**src/rtl/sobel_pkg.sv**
```systemverilog
`default_nettype none
`timescale 1ns/1ps
// +--------------------------------------------------------------------------+
// | sobel_pkg                                                                |
// | Shared definitions for the Sobel gradient pipeline: output-mode          |
// | encodings, kernel weights and a signed saturation helper.                |
// | Revision: 1.0  initial release                                           |
// +--------------------------------------------------------------------------+
package sobel_pkg;

  // Output mode captured with each window. RSVD behaves like XY.
  typedef enum logic [1:0] {
    SOBEL_MODE_XY   = 2'd0,
    SOBEL_MODE_MAG  = 2'd1,
    SOBEL_MODE_EDGE = 2'd2,
    SOBEL_MODE_RSVD = 2'd3
  } sobel_mode_e;

  // Kernel weights: the outer taps of a Sobel row/column carry 1, the centre tap 2.
  // Gx = [-1 0 1; -2 0 2; -1 0 1], Gy = [-1 -2 -1; 0 0 0; 1 2 1].
  localparam int K_OUTER  = 1;
  localparam int K_CENTER = 2;

  // Guard bits over the pixel width so that |G| <= 4*(2**PIXW-1) is exact in
  // two's complement.
  localparam int SUM_GUARD = 4;

  // Clamp a signed value into the range of a w-bit two's complement number.
  // The caller truncates the result to w bits.
  function automatic logic signed [31:0] sat_signed(input logic signed [31:0] v,
                                                    input int                 w);
    logic signed [31:0] hi;
    logic signed [31:0] lo;
    hi = (32'sd1 <<< (w - 1)) - 32'sd1;
    lo = -(32'sd1 <<< (w - 1));
    if (v > hi) begin
      return hi;
    end else if (v < lo) begin
      return lo;
    end
    return v;
  endfunction

endpackage
`default_nettype wire

```
**src/rtl/sobel_pix_counter.sv**
```systemverilog
`default_nettype none
`timescale 1ns/1ps
// +--------------------------------------------------------------------------+
// | sobel_pix_counter                                                        |
// | Counts accepted output beats within a frame and flags the last one.      |
// | Ports: clk, reset (sync, active-high), valid_i/ready_i (output           |
// |        handshake), count_o (index of current beat), last_o (current      |
// |        valid beat is pixel PIXELS-1).                                    |
// | Revision: 1.0  initial release                                           |
// +--------------------------------------------------------------------------+
module sobel_pix_counter #(
  parameter int PIXELS = 1048576,
  parameter int PICW   = 24
) (
  input  logic            clk,
  input  logic            reset,
  input  logic            valid_i,
  input  logic            ready_i,
  output logic [PICW-1:0] count_o,
  output logic            last_o
);

  localparam logic [PICW-1:0] LAST_IDX = PICW'(PIXELS - 1);

  logic [PICW-1:0] count_q;
  logic [PICW-1:0] count_d;
  logic            at_last;

  assign at_last = (count_q == LAST_IDX);

  always_comb begin
    count_d = count_q;
    if (valid_i && ready_i) begin
      count_d = at_last ? '0 : count_q + PICW'(1);
    end
  end

  always_ff @(posedge clk) begin
    if (reset) begin
      count_q <= '0;
    end else begin
      count_q <= count_d;
    end
  end

  assign count_o = count_q;
  // Only meaningful alongside a valid beat; gating keeps it low through reset.
  assign last_o  = valid_i && at_last;

endmodule
`default_nettype wire

```
**src/rtl/sobel_grad_pipe.sv**
```systemverilog
`default_nettype none
`timescale 1ns/1ps
// +--------------------------------------------------------------------------+
// | sobel_grad_pipe                                                          |
// | Three-stage Sobel gradient pipeline with valid/ready backpressure.       |
// | S1: per-row partial sums, S2: full Gx/Gy, S3: saturate / magnitude /     |
// | edge select into the output registers.                                   |
// | Ports: clk, reset (sync, active-high); in_valid/in_ready with rowA/B/C   |
// |        (3 pixels each, left in the MSBs) and mode; out_valid/out_ready   |
// |        with gx, gy, mag, frame_last, pix_count.                          |
// | Revision: 1.0  initial release                                           |
// +--------------------------------------------------------------------------+
module sobel_grad_pipe
  import sobel_pkg::*;
#(
  parameter int PIXW   = 8,
  parameter int OUTW   = 9,
  parameter int PIXELS = 1048576,
  parameter int PICW   = 24,
  parameter int THRESH = 128
) (
  input  logic                   clk,
  input  logic                   reset,
  input  logic                   in_valid,
  output logic                   in_ready,
  input  logic [3*PIXW-1:0]      rowA,
  input  logic [3*PIXW-1:0]      rowB,
  input  logic [3*PIXW-1:0]      rowC,
  input  logic [1:0]             mode,
  output logic                   out_valid,
  input  logic                   out_ready,
  output logic signed [OUTW-1:0] gx,
  output logic signed [OUTW-1:0] gy,
  output logic [OUTW-1:0]        mag,
  output logic                   frame_last,
  output logic [PICW-1:0]        pix_count
);

  localparam int                   SW      = PIXW + SUM_GUARD;
  localparam logic signed [SW-1:0] KO      = SW'(K_OUTER);
  localparam logic signed [SW-1:0] KC      = SW'(K_CENTER);
  localparam logic [31:0]          MAG_MAX = (32'd1 << OUTW) - 32'd1;

  // Zero-extend pixel `col` (0=left, 2=right) of a packed row into a signed sum.
  function automatic logic signed [SW-1:0] px(input logic [3*PIXW-1:0] row, input int col);
    return SW'({1'b0, row[(3-col)*PIXW-1 -: PIXW]});
  endfunction

  logic advance;
  assign advance  = !out_valid || out_ready;
  assign in_ready = advance;

  // ---------------- S1: per-row partial sums ----------------
  logic signed [SW-1:0] gxa_d, gxb_d, gxc_d, gya_d, gyc_d;
  logic signed [SW-1:0] gxa_q, gxb_q, gxc_q, gya_q, gyc_q;
  sobel_mode_e          mode1_q;
  logic                 v1_q;

  always_comb begin
    gxa_d = KO * (px(rowA, 2) - px(rowA, 0));
    gxb_d = KC * (px(rowB, 2) - px(rowB, 0));
    gxc_d = KO * (px(rowC, 2) - px(rowC, 0));
    gya_d = KO * px(rowA, 0) + KC * px(rowA, 1) + KO * px(rowA, 2);
    gyc_d = KO * px(rowC, 0) + KC * px(rowC, 1) + KO * px(rowC, 2);
  end

  // ---------------- S2: full gradients ----------------
  logic signed [SW-1:0] gx2_d, gy2_d, gx2_q, gy2_q;
  sobel_mode_e          mode2_q;
  logic                 v2_q;

  assign gx2_d = gxa_q + gxb_q + gxc_q;
  assign gy2_d = gyc_q - gya_q;

  // ---------------- S3: saturate / magnitude / select ----------------
  // The magnitude is built from the exact gradients so a saturated Gx/Gy
  // never leaks into |Gx|+|Gy|.
  logic [SW-1:0]          absx, absy, msum;
  logic [31:0]            msum32;
  logic signed [31:0]     gx_sat, gy_sat;
  logic signed [OUTW-1:0] gx_d, gy_d, gx_q, gy_q;
  logic [OUTW-1:0]        mag_d, mag_q;
  logic                   out_valid_q;

  assign absx   = gx2_q[SW-1] ? $unsigned(-gx2_q) : $unsigned(gx2_q);
  assign absy   = gy2_q[SW-1] ? $unsigned(-gy2_q) : $unsigned(gy2_q);
  assign msum   = absx + absy;
  assign msum32 = 32'(msum);
  assign gx_sat = sat_signed(32'(gx2_q), OUTW);
  assign gy_sat = sat_signed(32'(gy2_q), OUTW);

  always_comb begin
    gx_d  = '0;
    gy_d  = '0;
    mag_d = '0;
    case (mode2_q)
      SOBEL_MODE_MAG:  mag_d = (msum32 > MAG_MAX) ? OUTW'(MAG_MAX) : OUTW'(msum32);
      SOBEL_MODE_EDGE: mag_d = (msum32 >= $unsigned(THRESH)) ? '1 : '0;
      default: begin
        gx_d = OUTW'(gx_sat);
        gy_d = OUTW'(gy_sat);
      end
    endcase
  end

  // Datapath registers carry no reset; their valid bits decide relevance.
  always_ff @(posedge clk) begin
    if (advance) begin
      gxa_q   <= gxa_d;
      gxb_q   <= gxb_d;
      gxc_q   <= gxc_d;
      gya_q   <= gya_d;
      gyc_q   <= gyc_d;
      mode1_q <= sobel_mode_e'(mode);
      gx2_q   <= gx2_d;
      gy2_q   <= gy2_d;
      mode2_q <= mode1_q;
    end
  end

  // Valid chain and output registers; bubbles move with the data.
  always_ff @(posedge clk) begin
    if (reset) begin
      v1_q        <= 1'b0;
      v2_q        <= 1'b0;
      out_valid_q <= 1'b0;
      gx_q        <= '0;
      gy_q        <= '0;
      mag_q       <= '0;
    end else if (advance) begin
      v1_q        <= in_valid;
      v2_q        <= v1_q;
      out_valid_q <= v2_q;
      gx_q        <= gx_d;
      gy_q        <= gy_d;
      mag_q       <= mag_d;
    end
  end

  assign out_valid = out_valid_q;
  assign gx        = gx_q;
  assign gy        = gy_q;
  assign mag       = mag_q;

  sobel_pix_counter #(
    .PIXELS (PIXELS),
    .PICW   (PICW)
  ) u_pix_cnt (
    .clk     (clk),
    .reset   (reset),
    .valid_i (out_valid_q),
    .ready_i (out_ready),
    .count_o (pix_count),
    .last_o  (frame_last)
  );

endmodule
`default_nettype wire

```
**config.mk**
```make
export PLATFORM = sky130hd
export DESIGN_NAME = sobel_grad_pipe
export DESIGN_NICKNAME = d
export VERILOG_FILES = /design/src/rtl/sobel_pkg.sv /design/src/rtl/sobel_pix_counter.sv /design/src/rtl/sobel_grad_pipe.sv
export SDC_FILE = /design/constraint.sdc
export NUM_CORES = 1
export LEC_CHECK = 0
export ABC_AREA = 0
export BUFFER_PORTS_ARGS = -buffer_cell sky130_fd_sc_hd__buf_2
export CAP_MARGIN = 20
export CORE_UTILIZATION = 45
export CTS_CLUSTER_DIAMETER = 120
export DETAILED_ROUTE_END_ITERATION = 6
export PLACE_DENSITY = 0.64
export SETUP_SLACK_MARGIN = 0.02
export SYNTH_ARGS = -nofsm -noshare
export SYNTH_HDL_FRONTEND = slang
export SYNTH_SLANG_ARGS = --single-unit
```
**constraint.sdc**
```tcl
create_clock -name clk -period 11.9 [get_ports clk]
set_input_delay 2.38 -clock clk [delete_from_list [all_inputs] [get_ports clk]]
set_output_delay 2.38 -clock clk [all_outputs]
set_load 0.1 [all_outputs]
```
Word-level counts from Yosys, hierarchy flattened
Cells that the tools add are included.
{ "word_totals": {"ff_bits": 141, "latchBits": 0, "ram_bits": 0, "rom_bits": 0, "wordCells": 62, "mem_count": 0} }
{ "classes": {"addsub": 14, "n_mul": 0, "div": 0, "magnitude_cmp": 6, "n_eq_ne": 3, "shift": 0, "mux": 18, "bitwise_logic": 0, "n_reduce_logical": 5} }
{ "ops": {"columns": ["cell", "count"], "rows": [
  ["$mux W9", 10],
  ["$add A12 B12 Y12", 3],
  ["$gt A12 B9 Y1 const B", 3],
  ["$sub A8 B8 Y9", 3],
  ["$add A24 B1 Y24 const B", 1],
  ["$eq A24 B20 Y1 const B", 1],
  ["$lt A12 B9 Y1 const B", 2],
  ["$mux W12", 2],
  ["$mux W24", 1],
  ["$neg A12 Y12", 2],
  ["$add A10 B8 Y11", 2],
  ["$add A8 B9 Y10", 2],
  ["$pmux W9 S2", 1],
  ["$ge A12 B8 Y1 const B", 1],
  ["$sub A12 B12 Y12", 1],
  ["$mux W1", 4],
  ["$eq A2 B1 Y1 const B", 1],
  ["$eq A2 B2 Y1 const B", 1],
  ["$logic_and A1 B1 Y1", 2],
  ["$reduce_or A2 Y1", 1],
  ["$logic_not A1 Y1", 1],
  ["$logic_or A1 B1 Y1", 1]
]} }

Logic depth before layout (Yosys ltp)
{ "depth": {"word_depth": 6, "depth_mapped": 16, "mapped_depth_nobuf": 15} }

Hierarchy
Synthesis repeated with hierarchy kept, for this count alone.
{ "unflattened": {"cells_unflattened": 836, "hier_area_um2": 8303.0} }
{ "by_module_without_submodules": {"columns": ["mod", "n_inst", "cells_each", "area_each_um2", "seq_area_each_um2"], "rows": [
  ["sobel_grad_pipe", 1, 684, 7051.8, 2762.6],
  ["sobel_pix_counter", 1, 152, 1251.2, 480.5]
]} }

Least setup slack after synthesis
OpenSTA, ideal clock, no wires.
{ "synth_timing": {"path_kind": "register -> output", "start": "register u_pix_cnt.count_q[13], in the netlist u_pix_cnt.count_o[13]", "end": "output port frame_last", "arrival_time_ps": 4765, "setup_slack_ps": 4755, "stages_incl_launch_ff": 6, "path_buffers": 0, "cell_sequence": "dfxtp_1 and3_1 nand4_1 nor3_1 nand2_1 nor4_1"} }
{ "synth_via": {"elab_chain_cells": 2} }
{ "synth_lines": {"columns": ["item", "line_no", "rtl"], "rows": [
  ["start, declared", "sobel_pix_counter.sv:25", "logic [PICW-1:0] count_q;"],
  ["start signal, assigned", "sobel_pix_counter.sv:42", "count_q <= count_d;"],
  ["$eq A24 B20 Y1", "sobel_pix_counter.sv:29", "assign at_last = (count_q == LAST_IDX);"],
  ["$logic_and A1 B1 Y1", "sobel_pix_counter.sv:48", "assign last_o = valid_i && at_last;"],
  ["end, declared", "sobel_grad_pipe.sv:35", "output logic frame_last,"]
]} }
No other way between the ends.

Final worst setup path
{ "layout_timing": {"start": "input port out_ready", "end": "output port in_ready"} }
{ "layout_via": {"elab_chain_cells": 1} }
{ "layout_lines": {"columns": ["item", "line_no", "rtl"], "rows": [
  ["start, declared", "sobel_grad_pipe.sv:31", "input logic out_ready,"],
  ["$logic_or A1 B1 Y1", "sobel_grad_pipe.sv:50", "assign advance = !out_valid || out_ready;"],
  ["end, declared", "sobel_grad_pipe.sv:25", "output logic in_ready,"]
]} }
No other way between the ends.

==> impl_metrics.csv <==
group,metric,value,unit
layout,fin_area,9750,sq um
worst_setup_path,cp_top_family,"buffers and inverters",
power_and_ir_drop,p_leak,4.34,nW
global_routing,grt_pass1_vias,5895,
logic_synthesis,synth_edf_count,72,
timing,fin_crit_sh,0.486,
timing,max_slew_margin,0.415,
power_and_ir_drop,power.density,277,nW/um^2
cts,cts_tree,"built",
floorplan,die_x,138,um
cts,numCtsBuffers,17,
cts,htreeDepth,4,
logic_synthesis,yosysSeqAreaShare,0.392,
logic_synthesis,synth_ff_type,"edfxtp_1",
worst_setup_path,cp-start-kind,"input pin",
worst_setup_path,crit_slowest_cell,"buf_2",
logic_synthesis,yosys_warnings,0,
placed_design,placed_cell_area,9130,sq um
job,maxCapViolations,0,
detailed_routing,routedWlPerCell,13.5,um
cts,postCtsSetupBuffers,0,
power_and_ir_drop,irDropWorstVdd,0.185,mV
layout,register_area,3240,sq um
timing,finalSetupTns,0,ps
cts,insertion_delay,420,ps
logic_synthesis,ys_ff_latch,126,
placed_design,place_congestion,0.904,
timing,fmax,173,MHz
logic_synthesis,synth.top_cells.by_count,"inv_1 (87), nand2_1 (86), ha_1 (78)",
logic_synthesis,synth.distinct_cells,53,
worst_setup_path,cp_max_fo,25,
logic_synthesis,synth.top_cell.area_share,0.262,
worst_hold_path,min_path_type,"reg -> reg",
global_routing,overflow,0,
timing,hold_violations,0,
global_routing,antenna_found_initial,0,
worst_setup_path,cp.required,9520,ps
cts,clockBufferDepth,2,
global_routing,grt_max_degree,72,
detailed_routing,drt_first_pass_iters,4,
worst_setup_path,cp.arrival,3400,ps
layout,final_layout_size_suffix_gt1_frac,0.171,
logic_synthesis,async_reset_ff_frac,0,
cts,postCtsHoldBufs,0,
worst_setup_path,cpMostUsedCell,"buf_2",
placed_design,io_buffers,123,
floorplan,core_area,18000,sq um
detailed_routing,drtIter0Drc,285,
timing,layout_min_cycle_time,5780,ps
floorplan,fp.dieArea,18900,sq um
timing,drv_slew,0,
layout,diodes,0,
global_routing,track_usage,0.186,
logic_synthesis,syn_nets,1037,
worst_setup_path,reg2regPathDepth,14,
worst_setup_path,cp.depth,5,
logic_synthesis,yosysTopAreaCell,"edfxtp_1",
worst_setup_path,critical-path-max-stage-delay,460,ps
logic_synthesis,synth_area,8270,sq um
floorplan,dieHeight,138,um
power_and_ir_drop,total_power,2.70,mW
logic_synthesis,synth_most_common_cell,"inv_1",
detailed_routing,drc_errors,0,
layout,nets,1168,
timing,worst_pin_slew,877,ps
detailed_routing,ant_nets,0,
detailed_routing,num_vias,6119,
timing,rsz0062_at_grt,"false",
logic_synthesis,postSynthCellCount,850,
layout,area_growth,17.9,%
worst_setup_path,critPathKind,"in -> out",
detailed_routing,viasPerCell,5.00,
floorplan,row_count,49,
detailed_routing,wl,16500,um
global_routing,grt_pass1_wl,27000,um
cts,clock-root-buffer,"clkbuf_16",
cts,ctsResizeCount,0,
worst_setup_path,crit_chain,"buf_2 -> nor2_1 -> buf_4 -> inv_2 -> buf_2",
layout,fillers,1613,
floorplan,start_util,0.460,
worst_hold_path,hold_depth,0,
run_status,status,"completed",
worst_setup_path,end_kind,"primary output",
timing,setup_viol,0,
timing,whs,431,ps
worst_setup_path,crit_buf_inv,4,
cts,clk_pin_slew,50,ps
timing,skew,8.31,ps
logic_synthesis,netlist_top_cells_area,"edfxtp_1 (26%), dfxtp_1 (13%), ha_1 (12%)",
logic_synthesis,avgSynthCellArea,9.73,sq um
placed_design,dp_hpwl,12900,um
cts,cts.sink_count,126,
layout,multi_input_area,4640,sq um
floorplan,io_pins,132,
-- where the power goes --
group | total [mW] | internal (mW) | switching (mW) | leakage [nW]
sequential | 0.720 | 0.615 | 0.105 | 1.19
combinational | 1.44 | 0.572 | 0.869 | 2.85
clock | 0.544 | 0.352 | 0.192 | 0.299
-- area by class of cell --
cell class,instances,area share
multi-input combinational,623,0.476
sequential,126,0.333
timing repair buffer,125,0.0647
clock buffer,20,0.0448
inverter,88,0.0339
tap,229,0.0294
clock inverter,12,0.0190
-- sequential cells by signal (all words and copies together) (netlist names) --
register           flops
mode1_q                2
gy2_q                 11
gyc_q                 10
gx                     9
out_valid              1
mode2_q                2
mag                    9
u_pix_cnt.count_o     24
gxc_q                  8
gx2_q                 12
gy                     9
gxa_q                  9
v1_q                   1
gya_q                  9
v2_q                   1
gxb_q                  9
-- routing by layer --
layer | GRT usage | up-vias | part of all wire | routed length, um
li1 | - | 3201 | - | -
met1 | 0.229 | 2750 | 0.47 | 7700
met2 | 0.305 | 141 | 0.46 | 7520
met3 | 0.0438 | 27 | 0.048 | 786
met4 | 0.0910 | 0 | 0.027 | 448
met5 | 0 | - | 0 | 0
-- path summary, 6_finish.rpt --
path | to | slack, ps | start
hold reg to reg | mode2_q[1] | 430 | mode1_q[1]
hold / removal | mode2_q[1] | 430 | mode1_q[1]
setup reg to reg | mag[7] | 7950 | gx2_q[0]
setup / recovery | in_ready | 6120 | out_ready
-- cell families (layout without fill, tap and decap cells) --
logic type	after synthesis	after routing	share of synthesized area
buf+inv	101	245	0.0468
flops	126	126	0.392
simple gates	248	248	0.145
compound gates	183	183	0.133
xor+xnor	83	83	0.0896
fa+ha+maj	109	109	0.193
-- placed cells by master, fill, tap and decap left out, drive strengths merged, types with 52 or more instances in the layout --
cell / n
a21oi: 58
buf: 125
dfxtp: 54
edfxtp: 72
ha: 78
inv: 90
nand2: 86
nor2: 61
o21ai: 67
xnor2: 52
-- through the flow --
stage,util,setup WS (ps),cells
after floorplan,-,4750,850
after global placement,0.508,6150,1191
after detailed placement,0.508,6110,1191
after CTS,0.543,6120,1223
after global routing,0.543,6060,1223
final,0.543,6120,1223
-- worst reg2reg max path, cell delays in order, from the launching register on --
cell and delay, ps:
edfxtp_1 600, inv_1 260, ha_1 210, nand2_1 60, or2_2 290, o41ai_1 390, xnor2_1 190, ha_1 400
a21oi_1 250, a21oi_1 90, or2_2 290, nor4b_1 260, o21ba_4 220, o31ai_2 220, a31oi_1 100
(Power assumes the default switching activity.)
